File: src/rtl/agrupate_pkg.sv
// agrupate_pkg: shared FSM state type and slot layout constants for agrupate_lanes
package agrupate_pkg;

    typedef enum logic [1:0] {
        IDLE,
        RUN,
        DRAIN,
        DONE
    } state_t;

    localparam int DEF_DATA_WIDTH = 16;
    localparam int DEF_GROUP_SIZE = 4;

    // One slot is {mask[G-1:0], value[DW-1:0]}
    localparam int SLOT_W    = DEF_GROUP_SIZE + DEF_DATA_WIDTH;
    localparam int VALUE_LSB = 0;
    localparam int MASK_LSB  = DEF_DATA_WIDTH;

endpackage

File: src/rtl/agrupate_fifo.sv
// agrupate_fifo: synchronous group FIFO with occupancy count and async active-high reset
module agrupate_fifo #(
    parameter int WIDTH = 64,
    parameter int DEPTH = 4,
    parameter int AW    = $clog2(DEPTH),
    parameter int CW    = AW + 1
) (
    input  logic             clk,
    input  logic             rst,
    input  logic             push,
    input  logic             pop,
    input  logic [WIDTH-1:0] din,
    output logic [WIDTH-1:0] dout,
    output logic [CW-1:0]    count
);

    logic [WIDTH-1:0] mem_q [DEPTH];
    logic [WIDTH-1:0] mem_d [DEPTH];
    logic [AW-1:0]    wr_q, wr_d, rd_q, rd_d;
    logic [CW-1:0]    cnt_q, cnt_d;

    localparam logic [AW-1:0] PTR_ONE = 1;

    assign dout  = mem_q[rd_q];
    assign count = cnt_q;

    // Next storage, pointers (wrap naturally, depth is a power of 2) and count
    always_comb begin
        mem_d = mem_q;
        wr_d  = push ? wr_q + PTR_ONE : wr_q;
        rd_d  = pop ? rd_q + PTR_ONE : rd_q;
        cnt_d = cnt_q + CW'(push) - CW'(pop);
        if (push)
            mem_d[wr_q] = din;
    end

    // State registers, storage cleared on reset so the head reads as zero
    always_ff @(posedge clk or posedge rst) begin
        if (rst) begin
            for (int i = 0; i < DEPTH; i++)
                mem_q[i] <= '0;
            wr_q  <= '0;
            rd_q  <= '0;
            cnt_q <= '0;
        end else begin
            mem_q <= mem_d;
            wr_q  <= wr_d;
            rd_q  <= rd_d;
            cnt_q <= cnt_d;
        end
    end

endmodule

File: src/rtl/agrupate_lanes.sv
// agrupate_lanes: scatter masked lane values into full groups, buffer them, count iterations;
// optional sticky mask-overlap flag when AGRUPATE_OVERLAP_CHECK_EN is defined
module agrupate_lanes
    import agrupate_pkg::*;
#(
    parameter int DATA_WIDTH             = DEF_DATA_WIDTH,
    parameter int GROUP_SIZE             = DEF_GROUP_SIZE,
    parameter int LANES                  = 2,
    parameter int FIFO_DEPTH             = 4,
    parameter int LOG_MAX_ITERS          = 16,
    parameter int LOG_MAX_READS_PER_ITER = 16
) (
    input  logic                                       clk,
    input  logic                                       rst,
    input  logic                                       configure,
    input  logic [LOG_MAX_ITERS-1:0]                   num_iters,
    input  logic [LOG_MAX_READS_PER_ITER-1:0]          num_reads_per_iter,
    input  logic [LANES*(GROUP_SIZE+DATA_WIDTH)-1:0]   data_in,
    input  logic                                       valid_in,
    output logic                                       avail_out,
    output logic [GROUP_SIZE*DATA_WIDTH-1:0]           data_out,
    output logic                                       valid_out,
    input  logic                                       avail_in,
    output logic                                       busy,
    output logic                                       done
`ifdef AGRUPATE_OVERLAP_CHECK_EN
    ,
    output logic                                       overlap_err
`endif
);

    localparam int G  = GROUP_SIZE;
    localparam int DW = DATA_WIDTH;
    localparam int SW = G + DW;
    localparam int CW = $clog2(FIFO_DEPTH) + 1;

    localparam logic [CW-1:0]                     FULL_CNT = CW'(FIFO_DEPTH);
    localparam logic [LOG_MAX_ITERS-1:0]          IT_ONE   = 1;
    localparam logic [LOG_MAX_READS_PER_ITER-1:0] RD_ONE   = 1;

    state_t                              state_q, state_d;
    logic [LOG_MAX_ITERS-1:0]            niters_q, niters_d, iter_q, iter_d;
    logic [LOG_MAX_READS_PER_ITER-1:0]   nreads_q, nreads_d, read_q, read_d;
    logic [G-1:0]                        cov_q, cov_d, cov_new;
    logic [G-1:0][DW-1:0]                grp_q, grp_d;
    logic                                accept, push, pop, last_read, last_iter;
    logic [CW-1:0]                       fifo_cnt;
    logic [G*DW-1:0]                     fifo_dout;

    assign avail_out = (state_q == RUN) && (fifo_cnt < FULL_CNT);
    assign accept    = valid_in && avail_out;
    assign valid_out = fifo_cnt != '0;
    assign pop       = valid_out && avail_in;
    assign push      = accept && (&cov_new);
    assign busy      = state_q != IDLE;
    assign done      = state_q == DONE;
    assign data_out  = fifo_dout;
    assign last_read = read_q == nreads_q - RD_ONE;
    assign last_iter = iter_q == niters_q - IT_ONE;

    // Scatter: ascending lane order lets the higher lane win a contested position
    always_comb begin
        grp_d   = grp_q;
        cov_new = cov_q;
        if (accept) begin
            for (int k = 0; k < LANES; k++) begin
                for (int j = 0; j < G; j++)
                    if (data_in[k*SW + DW + j])
                        grp_d[j] = data_in[k*SW +: DW];
                cov_new = cov_new | data_in[k*SW + DW +: G];
            end
        end
        cov_d = push ? '0 : cov_new;
    end

    // Job FSM and per-iteration group counters
    always_comb begin
        state_d  = state_q;
        niters_d = niters_q;
        nreads_d = nreads_q;
        iter_d   = iter_q;
        read_d   = read_q;
        case (state_q)
            IDLE: begin
                if (configure) begin
                    niters_d = num_iters;
                    nreads_d = num_reads_per_iter;
                    iter_d   = '0;
                    read_d   = '0;
                    state_d  = (num_iters == '0 || num_reads_per_iter == '0) ? DONE : RUN;
                end
            end
            RUN: begin
                if (push) begin
                    read_d = last_read ? '0 : read_q + RD_ONE;
                    iter_d = last_read ? iter_q + IT_ONE : iter_q;
                    if (last_read && last_iter)
                        state_d = DRAIN;
                end
            end
            DRAIN: state_d = valid_out ? DRAIN : DONE;
            DONE:  state_d = IDLE;
            default: state_d = IDLE;
        endcase
    end

    // Control, counter, coverage and group registers
    always_ff @(posedge clk or posedge rst) begin
        if (rst) begin
            state_q  <= IDLE;
            niters_q <= '0;
            nreads_q <= '0;
            iter_q   <= '0;
            read_q   <= '0;
            cov_q    <= '0;
            grp_q    <= '0;
        end else begin
            state_q  <= state_d;
            niters_q <= niters_d;
            nreads_q <= nreads_d;
            iter_q   <= iter_d;
            read_q   <= read_d;
            cov_q    <= cov_d;
            grp_q    <= grp_d;
        end
    end

`ifdef AGRUPATE_OVERLAP_CHECK_EN
    logic         ovl_q, ovl_d, hit;
    logic [G-1:0] seen;

    // Overlap against prior coverage and against lower lanes of the same beat
    always_comb begin
        seen = cov_q;
        hit  = 1'b0;
        for (int k = 0; k < LANES; k++) begin
            hit  = hit | (|(seen & data_in[k*SW + DW +: G]));
            seen = seen | data_in[k*SW + DW +: G];
        end
        ovl_d = (state_q == IDLE && configure) ? 1'b0 : (ovl_q | (accept && hit));
    end

    // Sticky overlap flag
    always_ff @(posedge clk or posedge rst) begin
        if (rst)
            ovl_q <= 1'b0;
        else
            ovl_q <= ovl_d;
    end

    assign overlap_err = ovl_q;
`endif

    agrupate_fifo #(
        .WIDTH (G*DW),
        .DEPTH (FIFO_DEPTH)
    ) u_fifo (
        .clk   (clk),
        .rst   (rst),
        .push  (push),
        .pop   (pop),
        .din   (grp_d),
        .dout  (fifo_dout),
        .count (fifo_cnt)
    );

endmodule
File: config.mk
export PLATFORM = sky130hd
export DESIGN_NAME = agrupate_lanes
export DESIGN_NICKNAME = d
export VERILOG_FILES = /design/src/rtl/agrupate_pkg.sv /design/src/rtl/agrupate_fifo.sv /design/src/rtl/agrupate_lanes.sv
export SDC_FILE = /design/constraint.sdc
export NUM_CORES = 1
export LEC_CHECK = 0
export CORE_MARGIN = 8
export CORE_UTILIZATION = 50
export CTS_CLUSTER_DIAMETER = 200
export CTS_CLUSTER_SIZE = 16
export DETAILED_ROUTE_END_ITERATION = 6
export GPL_TIMING_DRIVEN = 0
export PLACE_DENSITY = 0.7
export SKIP_CTS_REPAIR_TIMING = 1
export SYNTH_ARGS = -nofsm -noshare
export SYNTH_HDL_FRONTEND = slang
export SYNTH_SLANG_ARGS = --single-unit
File: constraint.sdc
create_clock -name clk -period 17.5 [get_ports clk]
set_clock_uncertainty 0.1 [all_clocks]
set_input_delay 2.625 -clock clk [delete_from_list [all_inputs] [get_ports clk]]
set_output_delay 2.625 -clock clk [all_outputs]
set_load 0.03 [all_outputs]
==> metrics <==
largest area contributor in the netlist dfrtp_1; FFs w/ async S/R, synth between 90% and 100%; antenna-violating nets left 0; Nets between 2,000 and 2,500; post-route cell area between 20,000 and 25,000 um^2; average routed wire per standard cell 21.45 um; Total Neg Setup Slack 0 ns; clock share of power 16.9%; I/O Pins 145; width of the die 208.9 um; max cap viols 1; Seq cells post-synth ~400; Hold WC Path Type reg -> reg; Synth top area share 53.39%; Pins Over Slew Limit 0; Initial DRT Pass Iterations 7; clk buf depth 3; DRT iter0 DRCs about 1,500; clk_lat worst skew between 0.5 and 0.6 ns; Setup violations, final 0; count leader, synth dfrtp_1; synthesized area about 19,000 um^2; area of the multi-input gates 7838 um^2; total grt overflow 0; Detailed Place HPWL about 38 mm; largest net degree at the start of global routing ~130; Syn Nets approximately 2,000; relative slew slack 2.321%; initial antenna violation count 3; post-synth cell types 62; Die Span Y about 210 um; Combinational Power Share 41.2%; Worst-path clk slew roughly 0.07 ns; Reg power frac between 40% and 50%; violated checks max-capacitance violations; Area Growth Syn to Fin 14.90%; P_sw 1372 uW; H-tree depth 1; WP data arrival approximately 4.3 ns; CTS buffer count 28; CP Capture Type primary output; max frequency 142.8 MHz; first-pass GRT wire length between 80 and 90 mm; top cells by count, synth dfrtp_1 (397), nand2_1 (361), o21ai_0 (275); pwr dens roughly 160 nW/um^2; # rows 70; clock root cell clkbuf_16; Post-synth EDFFs 0; share of cells above drive strength 1 around 7%; Initial Util 50.82%; Mapped Avg Cell Area 10.01 um^2; Clock Sinks 397; PortBufs between 100 and 150; cell count after synthesis 1,859; Primary FF master, synth dfrtp_1; Tmin final ~7 ns; CTS tree done; Fill cells roughly 3,100; Sw Share 38.95%; Tcrit/Tclk final about two fifths; slew at the pin closest to its max-slew limit roughly 1.5 ns; routed vias about 15,000; Worst VDD drop between 0.1 and 0.15 mV; largest cells by area after synthesis dfrtp_1 (53%), mux4_2 (7.7%), o21ai_0 (7.4%); DRC Markers 0; Die ar. between 40,000 and 50,000 um^2; status finished, violations left; CP Data Required Time around 15 ns; critical path peak fanout 10; RSZ-0062 raised after global routing false; WL final 53.58 mm; Leak around 0.0093 uW; FF/Latch Area 9935 um^2; register area share after synthesis 53.39%; startpoint types flop; Tot GR Track Use between 20% and 30%; vias in the first global route 15,023; placed cell areas a little over 20,000 um^2; Via density around 6.0; Yosys Warn Count 0; Crit Path Class reg -> out; Final Hold Viols 0; Worst R2R Setup Slack about 12 ns; gpl congestion about 0.9; Pint roughly 2200 uW; Core ar. around 37,000 um^2
==> routing by layer <==
layer	wire [um]	track usage (%)	vias to the layer above
li1	-	-	6771
met5	15	0	-
met3	3994	3.307	123
met4	2048	8.821	2
met1	22160	32.83	7586
met2	25360	39.63	610
==> sequential cells by signal, summed over array words and instances (netlist names) <==
name and count:
u_fifo.mem_q 256, grp_q 64, iter_q 16, niters_q 16, nreads_q 16, read_q 16, cov_q 4, u_fifo.count 3
state_q 2, u_fifo.rd_q 2, u_fifo.wr_q 2
==> power groups by stage <==
stage                     clock network [uW]  logic [uW]  registers, uW
after floorplan                            0        1000           1420
after global placement                     0        1410           1470
after detailed placement                   0        1450           1490
after CTS                                607        1460           1470
after global routing                     638        1590           1520
final                                    597        1450           1480
==> final cells by class <==
class / count / area share (%)
sequential: 397 / 46.47
multi-input combinational: 1244 / 36.66
timing repair buffer: 139 / 6.754
clock buffer: 29 / 3.394
tap: 468 / 2.739
buffer: 130 / 2.359
inverter: 88 / 1.580
clock inverter: 1 / 0.02341
antenna: 2 / 0.02341
==> path summary, 6_finish.rpt <==
kind                       cells past startpoint         startpoint                end
max                                            5     u_fifo.rd_q[1]       data_out[49]
min                                            2  u_fifo.mem_q[181]  u_fifo.mem_q[181]
max reg2reg                                   11         state_q[1]   u_fifo.mem_q[44]
min reg2reg                                    2  u_fifo.mem_q[181]  u_fifo.mem_q[181]
max in group asynchronous                      4                rst   u_fifo.mem_q[81]
min in group asynchronous                      2                rst  u_fifo.mem_q[181]
==> cell families after synthesis <==
family / Yosys count / synth area share, %
simple gates: 610 / 14.02
compound gates: 463 / 14.50
flops: 397 / 53.39
buf+inv: 218 / 4.485
mux: 101 / 9.959
xor+xnor: 55 / 2.589
fa+ha+maj: 15 / 1.049
==> cell usage in the layout (no fill, tap or decap), types with 4 or more instances in the layout <==
| cell type | n |
|---|---|
| nor2b_1 | 6 |
| mux2i_1 | 4 |
| or4_1 | 4 |
| a21oi_1 | 83 |
| nand3b_1 | 6 |
| nand4_1 | 12 |
| clkbuf_16 | 29 |
| o31ai_1 | 8 |
| xor2_1 | 22 |
| nand2b_1 | 5 |
| or3_1 | 4 |
| xnor2_1 | 33 |
| a21o_1 | 6 |
| nand2_1 | 361 |
| mux4_2 | 64 |
| mux2_2 | 33 |
| nor4_1 | 16 |
| dfrtp_1 | 397 |
| and3_1 | 5 |
| o21ai_0 | 275 |
| o221ai_1 | 66 |
| clkdlybuf4s50_1 | 136 |
| ha_1 | 14 |
| nand3_1 | 25 |
| nor2_1 | 132 |
| nor3_1 | 12 |
| clkbuf_1 | 112 |
| buf_1 | 15 |
| inv_1 | 87 |
==> critical path, cell delays in order, from the launching register on <==
cell and delay, ns:
dfrtp_1 0.43, clkbuf_1 0.77, buf_1 0.77, clkbuf_1 0.66
mux4_2 0.46, clkdlybuf4s50_1 0.62
==> through the flow <==
step / hold WS, ns / setup slack (ns) / total power (uW) / utilization [%] / instances
final: 0.3762 / 10.50 / 3523 / 58.40 / 2498
after global routing: 0.4013 / 10.34 / 3747 / 58.40 / 2498
after CTS: 0.3817 / 10.51 / 3535 / 58.38 / 2496
after detailed placement: 0.3659 / 10.84 / 2938 / 56.39 / 2466
after global placement: 0.3564 / -0.7112 / 2879 / 56.14 / 2463
after floorplan: 0.3446 / 3.736 / 2429 / - / 1859
Power figures use the tool's default switching activity.
